`src/rtl/pchk_pkg.sv`:
```
// Shared types for the pipeline checkpoint monitor: FSM states, slot record, default widths.
package pchk_pkg;

  localparam int DEF_NUM_CHECKS = 8;
  localparam int DEF_DATA_W     = 32;
  localparam int DEF_CYCLE_W    = 32;
  localparam int DEF_REG_IDX_W  = 5;

  typedef enum logic [2:0] {
    ST_IDLE,
    ST_COUNT,
    ST_SNAP,
    ST_CHECK,
    ST_DONE
  } pchk_state_e;

  typedef struct packed {
    logic                      valid;
    logic [DEF_REG_IDX_W-1:0]  idx;
    logic [DEF_DATA_W-1:0]     expected;
  } pchk_slot_t;

endpackage

```
`src/rtl/pchk_slot_table.sv`:
```
// Expected-value slot table: synchronous write, synchronous clear on reset, combinational read.
module pchk_slot_table
  import pchk_pkg::*;
#(
  parameter int  NUM_CHECKS = DEF_NUM_CHECKS,
  parameter int  SLOT_W     = (NUM_CHECKS > 1) ? $clog2(NUM_CHECKS) : 1,
  parameter type slot_t     = pchk_slot_t
) (
  input  logic              clk,
  input  logic              rst_n,
  input  logic              we,
  input  logic [SLOT_W-1:0] wr_slot,
  input  slot_t             wr_data,
  input  logic [SLOT_W-1:0] rd_slot,
  output slot_t             rd_data
);

  localparam logic [SLOT_W:0] NUM_L = (SLOT_W+1)'(NUM_CHECKS);

  slot_t table_q [NUM_CHECKS];
  slot_t table_d [NUM_CHECKS];

  always_comb begin
    table_d = table_q;
    if (we && ({1'b0, wr_slot} < NUM_L)) table_d[wr_slot] = wr_data;
  end

  always_ff @(posedge clk) begin
    if (!rst_n) begin
      for (int i = 0; i < NUM_CHECKS; i++) table_q[i] <= '0;
    end else begin
      table_q <= table_d;
    end
  end

  always_comb begin
    rd_data = '0;
    if ({1'b0, rd_slot} < NUM_L) rd_data = table_q[rd_slot];
  end

endmodule

```
`src/rtl/pipeline_checkpoint_monitor.sv`:
```
// Run-to-checkpoint monitor: count, freeze, snapshot PC/ALU, walk the expected-value table.
// Optional PCHK_MISMATCH_MASK_EN adds a per-slot mismatch_mask output.
module pipeline_checkpoint_monitor
  import pchk_pkg::*;
#(
  parameter int NUM_CHECKS = DEF_NUM_CHECKS,
  parameter int DATA_W     = DEF_DATA_W,
  parameter int CYCLE_W    = DEF_CYCLE_W,
  parameter int REG_IDX_W  = DEF_REG_IDX_W,
  parameter int SLOT_W     = (NUM_CHECKS > 1) ? $clog2(NUM_CHECKS) : 1
) (
  input  logic                 clk,
  input  logic                 rst_n,
  input  logic                 cfg_we,
  input  logic [SLOT_W-1:0]    cfg_slot,
  input  logic                 cfg_valid,
  input  logic [REG_IDX_W-1:0] cfg_idx,
  input  logic [DATA_W-1:0]    cfg_expected,
  input  logic                 start,
  input  logic [CYCLE_W-1:0]   target_cycle,
  input  logic [DATA_W-1:0]    pc_in,
  input  logic [DATA_W-1:0]    alu_out_in,
  output logic [REG_IDX_W-1:0] dbg_rd_idx,
  input  logic [DATA_W-1:0]    dbg_rd_data,
  output logic                 freeze,
  output logic                 busy,
  output logic                 done,
  output logic                 pass,
  output logic [SLOT_W:0]      fail_count,
  output logic [SLOT_W-1:0]    first_fail_slot,
  output logic [DATA_W-1:0]    first_fail_value,
  output logic [DATA_W-1:0]    snap_pc,
  output logic [DATA_W-1:0]    snap_alu,
  output logic [CYCLE_W-1:0]   cycle_count
`ifdef PCHK_MISMATCH_MASK_EN
  ,
  output logic [NUM_CHECKS-1:0] mismatch_mask
`endif
);

  localparam logic [SLOT_W-1:0] LAST_SLOT = SLOT_W'(NUM_CHECKS - 1);

  typedef struct packed {
    logic                 valid;
    logic [REG_IDX_W-1:0] idx;
    logic [DATA_W-1:0]    expected;
  } slot_t;

  pchk_state_e          state_q, state_d;
  logic [CYCLE_W-1:0]   cycle_q, cycle_d;
  logic [CYCLE_W-1:0]   target_q, target_d;
  logic [SLOT_W-1:0]    ptr_q, ptr_d;
  logic [SLOT_W:0]      fail_cnt_q, fail_cnt_d;
  logic [SLOT_W-1:0]    first_slot_q, first_slot_d;
  logic [DATA_W-1:0]    first_val_q, first_val_d;
  logic [DATA_W-1:0]    snap_pc_q, snap_pc_d;
  logic [DATA_W-1:0]    snap_alu_q, snap_alu_d;
  logic                 freeze_q, freeze_d;
  logic                 busy_q, busy_d;
  logic                 done_q, done_d;
  logic                 pass_q, pass_d;
`ifdef PCHK_MISMATCH_MASK_EN
  logic [NUM_CHECKS-1:0] mask_q, mask_d;
`endif

  slot_t wr_slot_data;
  slot_t rd_slot;
  logic  table_we;
  logic  running;
  logic  slot_mismatch;

  assign running       = (state_q == ST_COUNT) || (state_q == ST_SNAP) || (state_q == ST_CHECK);
  assign table_we      = cfg_we && !running;
  assign wr_slot_data  = '{valid: cfg_valid, idx: cfg_idx, expected: cfg_expected};
  assign slot_mismatch = rd_slot.valid && (dbg_rd_data != rd_slot.expected);
  assign dbg_rd_idx    = (state_q == ST_CHECK) ? rd_slot.idx : '0;

  pchk_slot_table #(
    .NUM_CHECKS (NUM_CHECKS),
    .SLOT_W     (SLOT_W),
    .slot_t     (slot_t)
  ) u_slot_table (
    .clk     (clk),
    .rst_n   (rst_n),
    .we      (table_we),
    .wr_slot (cfg_slot),
    .wr_data (wr_slot_data),
    .rd_slot (ptr_q),
    .rd_data (rd_slot)
  );

  always_comb begin
    state_d      = state_q;
    cycle_d      = cycle_q;
    target_d     = target_q;
    ptr_d        = ptr_q;
    fail_cnt_d   = fail_cnt_q;
    first_slot_d = first_slot_q;
    first_val_d  = first_val_q;
    snap_pc_d    = snap_pc_q;
    snap_alu_d   = snap_alu_q;
    pass_d       = pass_q;
`ifdef PCHK_MISMATCH_MASK_EN
    mask_d       = mask_q;
`endif
    unique case (state_q)
      ST_IDLE, ST_DONE: begin
        if (start) begin
          state_d      = ST_COUNT;
          cycle_d      = CYCLE_W'(1);
          target_d     = (target_cycle == '0) ? CYCLE_W'(1) : target_cycle;
          fail_cnt_d   = '0;
          first_slot_d = '0;
          first_val_d  = '0;
          pass_d       = 1'b0;
`ifdef PCHK_MISMATCH_MASK_EN
          mask_d       = '0;
`endif
        end
      end
      ST_COUNT: begin
        // Counter holds at the target, so it can never wrap even for an all-ones target.
        if (cycle_q == target_q) state_d = ST_SNAP;
        else                     cycle_d = cycle_q + 1'b1;
      end
      ST_SNAP: begin
        snap_pc_d  = pc_in;
        snap_alu_d = alu_out_in;
        ptr_d      = '0;
        state_d    = ST_CHECK;
      end
      ST_CHECK: begin
        if (slot_mismatch) begin
          fail_cnt_d = fail_cnt_q + 1'b1;
          if (fail_cnt_q == '0) begin
            first_slot_d = ptr_q;
            first_val_d  = dbg_rd_data;
          end
`ifdef PCHK_MISMATCH_MASK_EN
          mask_d[ptr_q] = 1'b1;
`endif
        end
        if (ptr_q == LAST_SLOT) begin
          state_d = ST_DONE;
          pass_d  = (fail_cnt_d == '0);
        end else begin
          ptr_d = ptr_q + 1'b1;
        end
      end
      default: state_d = ST_IDLE;
    endcase
    busy_d   = (state_d == ST_COUNT) || (state_d == ST_SNAP) || (state_d == ST_CHECK);
    freeze_d = (state_d == ST_SNAP) || (state_d == ST_CHECK) || (state_d == ST_DONE);
    done_d   = (state_d == ST_DONE);
  end

  always_ff @(posedge clk) begin
    if (!rst_n) begin
      state_q      <= ST_IDLE;
      cycle_q      <= '0;
      target_q     <= '0;
      ptr_q        <= '0;
      fail_cnt_q   <= '0;
      first_slot_q <= '0;
      first_val_q  <= '0;
      snap_pc_q    <= '0;
      snap_alu_q   <= '0;
      freeze_q     <= 1'b0;
      busy_q       <= 1'b0;
      done_q       <= 1'b0;
      pass_q       <= 1'b0;
`ifdef PCHK_MISMATCH_MASK_EN
      mask_q       <= '0;
`endif
    end else begin
      state_q      <= state_d;
      cycle_q      <= cycle_d;
      target_q     <= target_d;
      ptr_q        <= ptr_d;
      fail_cnt_q   <= fail_cnt_d;
      first_slot_q <= first_slot_d;
      first_val_q  <= first_val_d;
      snap_pc_q    <= snap_pc_d;
      snap_alu_q   <= snap_alu_d;
      freeze_q     <= freeze_d;
      busy_q       <= busy_d;
      done_q       <= done_d;
      pass_q       <= pass_d;
`ifdef PCHK_MISMATCH_MASK_EN
      mask_q       <= mask_d;
`endif
    end
  end

  assign freeze           = freeze_q;
  assign busy             = busy_q;
  assign done             = done_q;
  assign pass             = pass_q;
  assign fail_count       = fail_cnt_q;
  assign first_fail_slot  = first_slot_q;
  assign first_fail_value = first_val_q;
  assign snap_pc          = snap_pc_q;
  assign snap_alu         = snap_alu_q;
  assign cycle_count      = cycle_q;
`ifdef PCHK_MISMATCH_MASK_EN
  assign mismatch_mask    = mask_q;
`endif

endmodule

```
`config.mk`:
```
export PLATFORM = sky130hd
export DESIGN_NAME = pipeline_checkpoint_monitor
export DESIGN_NICKNAME = d
export VERILOG_FILES = /design/src/rtl/pchk_pkg.sv /design/src/rtl/pchk_slot_table.sv /design/src/rtl/pipeline_checkpoint_monitor.sv
export SDC_FILE = /design/constraint.sdc
export NUM_CORES = 1
export LEC_CHECK = 0
export BUFFER_PORTS_ARGS = -buffer_cell sky130_fd_sc_hd__buf_2
export CORE_MARGIN = 5
export CORE_UTILIZATION = 62
export CTS_CLUSTER_SIZE = 30
export DETAILED_ROUTE_END_ITERATION = 6
export GPL_ROUTABILITY_DRIVEN = 0
export GPL_TIMING_DRIVEN = 0
export PLACE_DENSITY = 0.88
export SYNTH_ARGS = -nofsm -noshare
export SYNTH_HDL_FRONTEND = slang
export SYNTH_HIERARCHICAL = 1
export SYNTH_SLANG_ARGS = --single-unit
```
`constraint.sdc`:
```
create_clock -name clk -period 7.7 [get_ports clk]
set_clock_uncertainty 0.1 [all_clocks]
set_input_delay 1.155 -clock clk [delete_from_list [all_inputs] [get_ports clk]]
set_output_delay 1.155 -clock clk [all_outputs]
set_load 0.02 [all_outputs]
```
Word-level counts from Yosys, hierarchy flattened
Index checks and enable logic that the tools add are counted.
Storage, ports and cells
  register bits: 481
  bits in latches: 0
  memory bits (writable): 0
  ROM bits: 0
  bits of input ports: 173
  output and inout port bits: 144
  memories: 0
Cells by class
  add/subtract/negate cells: 3
  multipliers: 0
  div/mod/pow operators: 0
  $lt $le $gt $ge: 3
  eq/ne operators: 17
  shift operators: 0
  mux-type cells: 32
  bitwise gates (word level): 2
  reduce and logical (&&, ||, !) cells: 24
Operators with widths (count)
  $bwmux 304: 1
  $mux 32: 6
  $pmux 32 s2: 2
  $bmux 38 s3: 1
  $demux 38 s3: 1
  $mux 38: 3
  $add 32x1->32 const B: 1
  $eq 32x32->1: 1
  $logic_not 32->1: 1
  $ne 32x32->1: 1
  $mux 3: 7
  $eq 3x2->1 const B: 4
  $mux 4: 3
  $pmux 3 s2: 2
  $pmux 3 s4: 1
  $eq 3x3->1 const B: 3
  $ge 4x4->1 const B: 2
  $logic_not 4->1: 2
  $ne 2x2->1 const B: 4
  $not 3->4: 2
  $pmux 4 s2: 1
  $eq 3x1->1 const B: 2
  $logic_or 1x1->1: 6
  $reduce_and 2->1: 3
  other kinds (14): 21

Logic depth before layout (Yosys ltp)
Gate-level depths: netlist (run 1).
  depth after elaboration: 11
  depth in mapped cells: 12

Hierarchy
Netlist (run 1), hierarchy kept.
By module, submodules not included
  pchk_slot_table: instances 1, cells each 1507, area each 13735.7 um^2
  pipeline_checkpoint_monitor: instances 1, cells each 900, area each 7681.1 um^2

Least setup slack after synthesis (run 1)
OpenSTA, ideal clock, no wires.
  kind: flip-flop to flip-flop
  from: reg ptr_q[0]
  to: reg pass_q (netlist: pass)
  arrival time: 3164 ps
  path slack: 4376 ps
  stages on the path, launching flop included: 13
  clock period less this slack: 3324 ps
  cell sequence: dfxtp_1 > clkbuf_1 > buf_6 > buf_6 > mux4_2 > mux2_2 > xnor2_1 > nand4_1 > nor4_1 > a21boi_0 > buf_2 > a2111oi_0 > o32a_1
RTL lines
  start: declaration: RTL line pipeline_checkpoint_monitor.sv:52  | logic [SLOT_W-1:0] ptr_q, ptr_d;
  start signal: assignment: RTL line pipeline_checkpoint_monitor.sv:179  | ptr_q <= ptr_d;
  end signal: assignment: RTL line pipeline_checkpoint_monitor.sv:188  | pass_q <= pass_d;
  end: declaration: RTL line pipeline_checkpoint_monitor.sv:61  | logic pass_q, pass_d;

==> results of run 1 <==
-- flip-flops by register name, indices dropped and copies added (netlist names) --
register and flops:
pass 1, done 1, first_fail_value 32, snap_alu 32, freeze 1, u_slot_table/table_q 304
busy 1, cycle_count 32, first_fail_slot 3, target_q 32, ptr_q 3, fail_count 4
snap_pc 32, state_q 3
-- worst paths after layout --
| check | from | end | slack (ns) |
|---|---|---|---|
| max | ptr_q[2] | pass | 3.29 |
| min | u_slot_table/table_q[53] | u_slot_table/table_q[53] | 0.35 |
| max reg2reg | ptr_q[2] | pass | 3.29 |
| min reg2reg | u_slot_table/table_q[53] | u_slot_table/table_q[53] | 0.35 |
-- worst register-to-register path, cell delays in order (launching register included) --
cell,delay [ns]
sky130_fd_sc_hd__dfxtp_1,0.60
sky130_fd_sc_hd__buf_4,0.29
sky130_fd_sc_hd__clkbuf_1,0.60
sky130_fd_sc_hd__mux4_2,0.41
sky130_fd_sc_hd__mux2_2,0.33
sky130_fd_sc_hd__xnor2_1,0.29
sky130_fd_sc_hd__nand4_1,0.16
sky130_fd_sc_hd__nor4_1,0.46
sky130_fd_sc_hd__a21boi_0,0.22
sky130_fd_sc_hd__buf_2,0.23
sky130_fd_sc_hd__a2111oi_0,0.43
sky130_fd_sc_hd__o32a_1,0.22
-- cells by family after synthesis --
kind of cell | after synthesis | synth area share [%]
multiplexers | 115 | 10.0
flip-flops | 481 | 45.0
adder cells (fa/ha/maj) | 5 | 0.292
XOR/XNOR | 68 | 2.78
buffers and inverters | 229 | 5.13
AND/OR/NAND/NOR | 995 | 20.2
AO/OA/AOI/OAI | 514 | 16.6
-- power groups by stage --
stage	Combinational [uW]	Sequential [uW]	Clock, uW
5_1_grt	383	2560	2320
3_5_place_dp	348	2610	0
2_1_floorplan	209	2610	0
6_report	362	2560	2200
4_1_cts	352	2560	2200
3_3_place_gp	337	2610	0
-- routing by layer --
layer	up-vias	routed length, um	track usage, %
li1	8851	-	-
met1	9346	25000	43.0
met2	1391	33600	58.6
met3	314	7710	7.76
met4	6	5300	23.5
met5	-	34	0
-- through the flow --
| stage | setup WS (ns) | instances | utilization [%] | hold slack, ns |
|---|---|---|---|---|
| floorplan | 4.38 | 2407 | - | 0.332 |
| global placement | 3.55 | 3139 | 68.2 | 0.337 |
| detailed placement | 3.46 | 3139 | 68.2 | 0.344 |
| CTS | 3.39 | 3221 | 72.4 | 0.352 |
| global route | 3.20 | 3231 | 72.5 | 0.367 |
| finish | 3.29 | 3231 | 72.5 | 0.350 |
-- layout make-up --
class	count	share of cell area, %
Multi-Input combinational cell	1697	43.0
Sequential cell	481	38.8
Timing Repair Buffer	277	5.58
Clock buffer	73	5.54
Buffer	223	4.33
Tap cell	455	2.29
Clock inverter	9	0.282
Antenna cell	10	0.101
Inverter	6	0.0907
-- cell usage after synthesis, types with 5 or more instances --
library cell,n,area [um2]
sky130_fd_sc_hd__a21boi_0,45,338
sky130_fd_sc_hd__a21boi_1,260,1950
sky130_fd_sc_hd__a21oi_1,125,626
sky130_fd_sc_hd__a22o_1,32,280
sky130_fd_sc_hd__and2_1,6,37.5
sky130_fd_sc_hd__and3_1,17,106
sky130_fd_sc_hd__and4_1,5,43.8
sky130_fd_sc_hd__buf_1,11,41.3
sky130_fd_sc_hd__buf_2,83,415
sky130_fd_sc_hd__buf_4,14,105
sky130_fd_sc_hd__buf_6,6,67.6
sky130_fd_sc_hd__clkbuf_1,105,394
sky130_fd_sc_hd__dfxtp_1,481,9630
sky130_fd_sc_hd__ha_1,5,62.6
sky130_fd_sc_hd__inv_1,6,22.5
sky130_fd_sc_hd__mux2_2,38,428
sky130_fd_sc_hd__mux4_2,76,1710
sky130_fd_sc_hd__nand2_1,795,2980
sky130_fd_sc_hd__nand3_1,16,80.1
sky130_fd_sc_hd__nand3b_1,35,263
sky130_fd_sc_hd__nand4_1,22,138
sky130_fd_sc_hd__nor2_1,23,86.3
sky130_fd_sc_hd__nor4_1,21,131
sky130_fd_sc_hd__o21ai_0,18,90.1
sky130_fd_sc_hd__o31ai_1,5,37.5
sky130_fd_sc_hd__or3_1,17,106
sky130_fd_sc_hd__or4_1,5,37.5
sky130_fd_sc_hd__xnor2_1,35,307
sky130_fd_sc_hd__xor2_1,33,289
==> reports/summary.md, run 1 <==
The run finished, with violations left. The final reports fail on DRC. The buffers plus inverters on the worst setup path works out to 3. The kind of launch point of the worst setup path is a flop. The die is 196 um wide.

The post-route fraction of the period consumed by the critical path came out at 57.2%. Setup repair after global routing left no endpoint under its margin. The combinational fraction of design power was 7.1%.

Counting flops with an async set or reset pin after synthesis yields a share of 0%. Per report_power, the sequential group accounts for 50.0% of the total. The run gives 0 as the count of pins over their slew limit.

Area growth from synthesis to final layout: 16.0%. Buffers placed on the I/O ports in this run total 277. In this run the power spent charging and discharging nets is 1200 uW. The floorplan core area came out at 0.0343 mm2. In this run the tightest slew margin relative to its limit is 44.1%. The clock power share was 43.0%; the required time reported for the critical path endpoint was 8.09 ns. Dividing total power by cell area gives a power density of 206 mW/mm2. The tools report the cell-internal power as 3930 uW. The number of nets at the end of the flow came out at 2,912.

The H-tree level count is 2. The critical path class is flop to flop. For this run the aggregate overflow at the end of global routing stands at 0. Sequential elements use 45.0% of the synthesized area. The residual DRC count came out at 2.

In this run, synthesis inferred 0 flip-flops with an integrated enable. The critical path runs through a total of 11 cells. Traced cell by cell, the critical path runs through buf_4 -> clkbuf_1 -> mux4_2 -> mux2_2 -> xnor2_1 -> nand4_1 -> nor4_1 -> a21boi_0 -> buf_2 -> a2111oi_0 -> o32a_1.

The post-CTS clock slew at the launch and capture registers of the worst setup and hold paths is 0.06 ns, and the static leakage is 0.00943 uW. Using the TritonRoute via totals, the vias-per-cell ratio works out to 6.16. In the final layout, the multi-input gates occupy 0.0107 mm2. The tools report the global-route usage over all layers as 35.9%.

The tools report the number of I/O pins as 317. The logs give 0 for the final-report hold violation count and 0.0384 mm2 for the die outline area. For the pin with the worst max-slew slack, the measured transition is 0.839 ns.

Entering global routing, the biggest net connects 14 pins. The run gives 0 as the number of buffers inserted by hold repair at cts. The total of max-cap violations was 0; the mean cell area of the mapped netlist was 8.90 um2.

The setup-violating endpoint count in the final report was 0; the cell row count was 68. In this design, the stage delay of the slowest critical-path cell is 0.60 ns. After detailed routing, the total wire length is 71,600 um. Counting every instance in the synthesized netlist gives 2,407.

The run gives 48 as the CTS buffer count. The worst path in the final design needs a cycle of 4.41 ns, including I/O delays and setup. The tools report the DRC violation total after the first TritonRoute iteration as 2,154.

Data arrives at the worst endpoint at 4.80 ns. The slowest stage of the critical path is the sky130_fd_sc_hd__dfxtp_1 cell. The net switching fraction of the power works out to 23.4%. In this run the worst path has a maximum fanout of 10. For the total power, the log shows 5120 uW. TritonCTS built the clock tree.

Distinct cell type count after synthesis: 68. The via count of the routed design is 19,908, and the maximum vdd drop is 0.188 mV. The first global-routing pass estimated 110,000 um of wire.

At the later pin of the worst-skew pair, clock insertion delay measures 0.54 ns. Gates resized during post-CTS repair numbered 0. The initial antenna violation count is 16, and the setup fix buffers added after clock tree synthesis is 0.

The initial utilization of the core area, before any placement, comes to 62.5%. Summing all flip-flop and latch instances after layout gives 0.00963 mm2. In this run the cell area measured after placement is 0.0234 mm2.

The detail route stage leaves a number of antenna-violating nets equal to 0. The number of warning messages in the yosys log came out at 6. Leaving out fill and tap cells, the most frequent cells in the layout are 795 x sky130_fd_sc_hd__nand2_1, 481 x sky130_fd_sc_hd__dfxtp_1, 360 x sky130_fd_sc_hd__buf_2, 260 x sky130_fd_sc_hd__a21boi_1, 125 x sky130_fd_sc_hd__a21oi_1. The most frequent standard cell in the layout excluding fill and tap cells is sky130_fd_sc_hd__nand2_1. The number of optimization iterations in the first detailed-route pass was 7; the net count of the mapped netlist was 2,585.

Summed over all failing endpoints, the final setup total negative slack is 0 ns. For the total half-perimeter wirelength after legalization and detailed placement, the log shows 52,800 um. The root buffer selected by CTS is sky130_fd_sc_hd__clkbuf_16. The mapped netlist covers 0.0214 mm2. The worst reg-to-reg path cell count works out to 11. The filler cells instantiated in the layout total 2,439. The achievable frequency was 0.227 GHz. The worst setup path is captured at a flop.

The class of the most critical hold timing path was flop to flop. The run gives 3 as the worst-case clock buffer depth. Cells with a size suffix above 1 make up 20.8% of the layout. The main flop type after synthesis was sky130_fd_sc_hd__dfxtp_1. After detailed routing, the average wire length per cell comes to 22.2 um. The die height works out to 196 um. The instance count along the most critical hold path works out to 2. The logs give 19,640 for the via count of the first global-routing pass and 0.0248 mm2 for the cell area after layout. The cell family contributing the most delay on the critical path is buffers and inverters.

Synthesis inferred 481 register bits. Clock tree synthesis found a total of 481 sinks.
Note: power is estimated with default switching activity, not from simulation.
==> run 2, diff against run 1 <==
--- a/config.mk
+++ b/config.mk
@@ -7,12 +7,12 @@
 export LEC_CHECK = 0
 export BUFFER_PORTS_ARGS = -buffer_cell sky130_fd_sc_hd__buf_2
 export CORE_MARGIN = 5
-export CORE_UTILIZATION = 62
+export CORE_UTILIZATION = 57
 export CTS_CLUSTER_SIZE = 30
 export DETAILED_ROUTE_END_ITERATION = 6
 export GPL_ROUTABILITY_DRIVEN = 0
 export GPL_TIMING_DRIVEN = 0
-export PLACE_DENSITY = 0.88
+export PLACE_DENSITY = 0.82
 export SYNTH_ARGS = -nofsm -noshare
 export SYNTH_HDL_FRONTEND = slang
 export SYNTH_HIERARCHICAL = 1
==> constraint.sdc (replaced) <==
create_clock -name clk -period 4.3 [get_ports clk]
set_clock_uncertainty 0.1 [all_clocks]
set_input_delay 0.645 -clock clk [delete_from_list [all_inputs] [get_ports clk]]
set_output_delay 0.645 -clock clk [all_outputs]
set_load 0.02 [all_outputs]
==> run 2 against run 1 <==
Against the previous run: the run still ends with DRC left; power increased by 87%; first-iteration DRC count decreased by 11%; count of clock-buffer cells in the layout decreased by 2; cell count increased by 2.0%; core utilization decreased by 5.3 points; sequential share of layout area decreased by 0.42 points; die area increased by 8.3%; clock power increased by 98%; register-to-register slack got worse by 3.1 ns; sequential power increased by 79%; highest routed layer unchanged.
==> reports/summary.md, run 2 (same netlist as run 1, synthesis figures left out) <==
For the max-slew headroom at the worst pin, the log shows 43.8% (-0.31 points). The tree is rooted in a sky130_fd_sc_hd__clkbuf_16. Maximum vdd drop: 0.314 mV (+67%). STA classifies the critical path startpoint as a flop. The run gives 3,195 (+1.8%) as the cell count after placement. The area taken by multi-input logic gates is 0.0107 mm2 (+0.12%). Traced cell by cell, the critical path runs through clkbuf_4 -> buf_2 -> mux4_2 -> mux2_2 -> xnor2_1 -> nand4_1 -> nor4_2 -> a21boi_0 -> buf_2 -> a2111oi_0 -> o32a_1. The count of buffers inserted at the top-level ports is 277 (unchanged), and the worst-case clock buffer depth is 3 (unchanged). The largest fanout of any net on the critical path works out to 10 (unchanged).

For the global-route wire length before repair, the log shows 110,000 um (+0.56%). The cell that appears most often on the critical path is sky130_fd_sc_hd__buf_2. The final-report hold violation count came out at 0 (unchanged). The tools report the launching element of the worst setup path as ptr_q[2]. The final reports fail on DRC. The minimum clock period after layout came out at 4.08 ns (-0.325 ns). The H-tree level count is 2 (unchanged). The initial antenna violation count is 19 (+3), and the clock network latency to the later pin of the worst-skew pair is 0.60 ns (+0.06 ns). Compared with the post-synthesis result, the final layout area differs by 17.3%. The slowest library cell on the worst path is sky130_fd_sc_hd__dfxtp_1. The residual DRC count is 1 (-1), and the delay of the slowest cell on the worst path is 0.60 ns (about the same).

The sum of negative setup slack is 0 ns (unchanged). The post-CTS clock slew at the launch and capture registers of the worst setup and hold paths was 0.06 ns (about the same); the floorplan core area was 0.0374 mm2 (+9.1%). The final antenna-violating net count was 0 (unchanged); the CTS buffer count was 49 (+2.1%).

For the total number of clock tree sinks, the log shows 481 (unchanged). The via count of the routed design was 19,721 (-0.94%). The buffers plus inverters on the worst setup path was 3 (unchanged).

The tools report the endpoint class of the critical path as a flop. The die outline area was 0.0416 mm2 (+8.3%); the routed wire length was 73,400 um (+2.4%). The per-cell via count in the routed design is 5.99 (-2.9%). The hold path startpoint was target_cycle[27].

The family of cells with the greatest summed delay on the critical path is buffers and inverters. For the number of I/O pins, the log shows 317 (unchanged). Global-route usage over all layers: 33.9% (-2.0 points).

Setup repair after global routing left no endpoint under its margin. The die width works out to 204 um (+4.1%). The share of post-route cells with drive strength above 1 was 21.2% (+0.42 points). TritonCTS built the clock tree. The critical path class is flop to flop.

The run gives 0 (unchanged) as the setup fix buffers added after clock tree synthesis. The run finished, with violations left. The die height works out to 204 um (+4.1%).

The final cell count without fillers was 3,295 (+2.0%). The run gives 0 (unchanged) as the sum of overflow across all layers after global routing. For the via count of the first global-routing pass, the log shows 19,151 (-2.5%). Total of max-cap violations: 0 (unchanged). The storage element area is 0.00963 mm2 (unchanged), and the total power per unit cell area is 382 mW/mm2 (+85%). The routed wire length per instance works out to 22.3 um (+0.45%). The launching point of the worst reg2reg path is ptr_q[2]. The tools report the number of nets at the end of the flow as 2,913 (+0.034%). The post-route fraction of the period consumed by the critical path was 94.9% (+38 points); the largest net degree at the start of global routing was 14 (unchanged).

For the required time reported for the critical path endpoint, the log shows 4.73 ns (-3.36 ns). The worst-margin pin slew is 0.840 ns (+0.00156 ns). The total half-perimeter wirelength after legalization and detailed placement came out at 53,900 um (+2.1%). The logs give 2,849 (+17%) for the layout filler cell count and 7 (unchanged) for the number of optimization iterations in the first detailed-route pass. The cell row count is 71 (+4.4%), and the flip-flop count of the largest register, all copies and words added is 304 (unchanged). The tightest min-delay check is of the input pin to flop type. The logs give 4.51 ns (-0.29 ns) for the data arrival time of the worst path and 1,919 (-11%) for the DRC violation total after the first TritonRoute iteration. The library cell used most frequently in the layout, excluding fill and tap cells, is sky130_fd_sc_hd__nand2_1. The starting utilization of the core area came out at 57.3% (-5.2 points).

Setup-violating endpoint count in the final report: 0 (unchanged). More flip-flops sit in one register than any other, and that register is u_slot_table/table_q. Static leakage: 0.00952 uW (+0.96%). Leaving out fill and tap cells, the most frequent cells in the layout are 795 x sky130_fd_sc_hd__nand2_1, 481 x sky130_fd_sc_hd__dfxtp_1, 358 x sky130_fd_sc_hd__buf_2, 260 x sky130_fd_sc_hd__a21boi_1, 125 x sky130_fd_sc_hd__a21oi_1. The run gives 0 (unchanged) as the count of pins over their slew limit. The achievable frequency came out at 0.245 GHz (+8.0%).
-- run 2: metrics by stage --
stage / power, uW / worst slack, ns / area (um2) / hold WS, ns / utilization, %
floorplan: 5040 / 0.976 / 21400 / 0.332 / -
global placement: 5280 / 0.152 / 23400 / 0.337 / 62.7
finish: 9590 / 0.218 / 25100 / 0.176 / 67.2
detailed placement: 5300 / 0.0498 / 23400 / 0.344 / 62.7
CTS: 9600 / 0.0250 / 25100 / 0.159 / 67.0
global route: 9850 / 0.0505 / 25100 / 0.184 / 67.1
-- run 2: worst paths after layout --
| path | end | slack [ns] | cells after the start |
|---|---|---|---|
| setup / recovery | pass | 0.22 | 11 |
| setup reg to reg | pass | 0.22 | 11 |
| hold reg to reg | u_slot_table/table_q[237] | 0.35 | 2 |
| hold / removal | target_q[27] | 0.18 | 2 |
-- run 2: per-layer routing --
| layer | wire, um | GRT usage (%) |
|---|---|---|
| met1 | 26300 | 40.2 |
| met5 | 66 | 0 |
| met3 | 8390 | 10.5 |
| met4 | 4890 | 20.1 |
| met2 | 33800 | 54.4 |
-- run 2: layout make-up --
type / instances / area share (%)
multi-input cells: 1697 / 42.6
flip-flops and latches: 481 / 38.3
clock buffers: 71 / 5.53
repair buffers: 277 / 5.52
plain buffers: 223 / 4.32
well taps: 511 / 2.55
clock inverters: 13 / 0.887
diodes: 16 / 0.159
inverters: 6 / 0.0897
-- run 2: worst reg2reg max path: stages (launching register included) --
cell	delay [ns]
sky130_fd_sc_hd__dfxtp_1	0.60
sky130_fd_sc_hd__clkbuf_4	0.41
sky130_fd_sc_hd__buf_2	0.35
sky130_fd_sc_hd__mux4_2	0.37
sky130_fd_sc_hd__mux2_2	0.33
sky130_fd_sc_hd__xnor2_1	0.35
sky130_fd_sc_hd__nand4_1	0.16
sky130_fd_sc_hd__nor4_2	0.37
sky130_fd_sc_hd__a21boi_0	0.19
sky130_fd_sc_hd__buf_2	0.22
sky130_fd_sc_hd__a2111oi_0	0.36
sky130_fd_sc_hd__o32a_1	0.21
-- run 2: timing repair --
item | CTS | global route
hold buffers | 0 | 0
endpoints found under the setup margin | 0 | 38
resized for setup | 0 | 12
-- run 2: power by group --
group,switching (uW),internal [uW]
logic,400,243
registers,51.5,4530
clock network,1770,2590
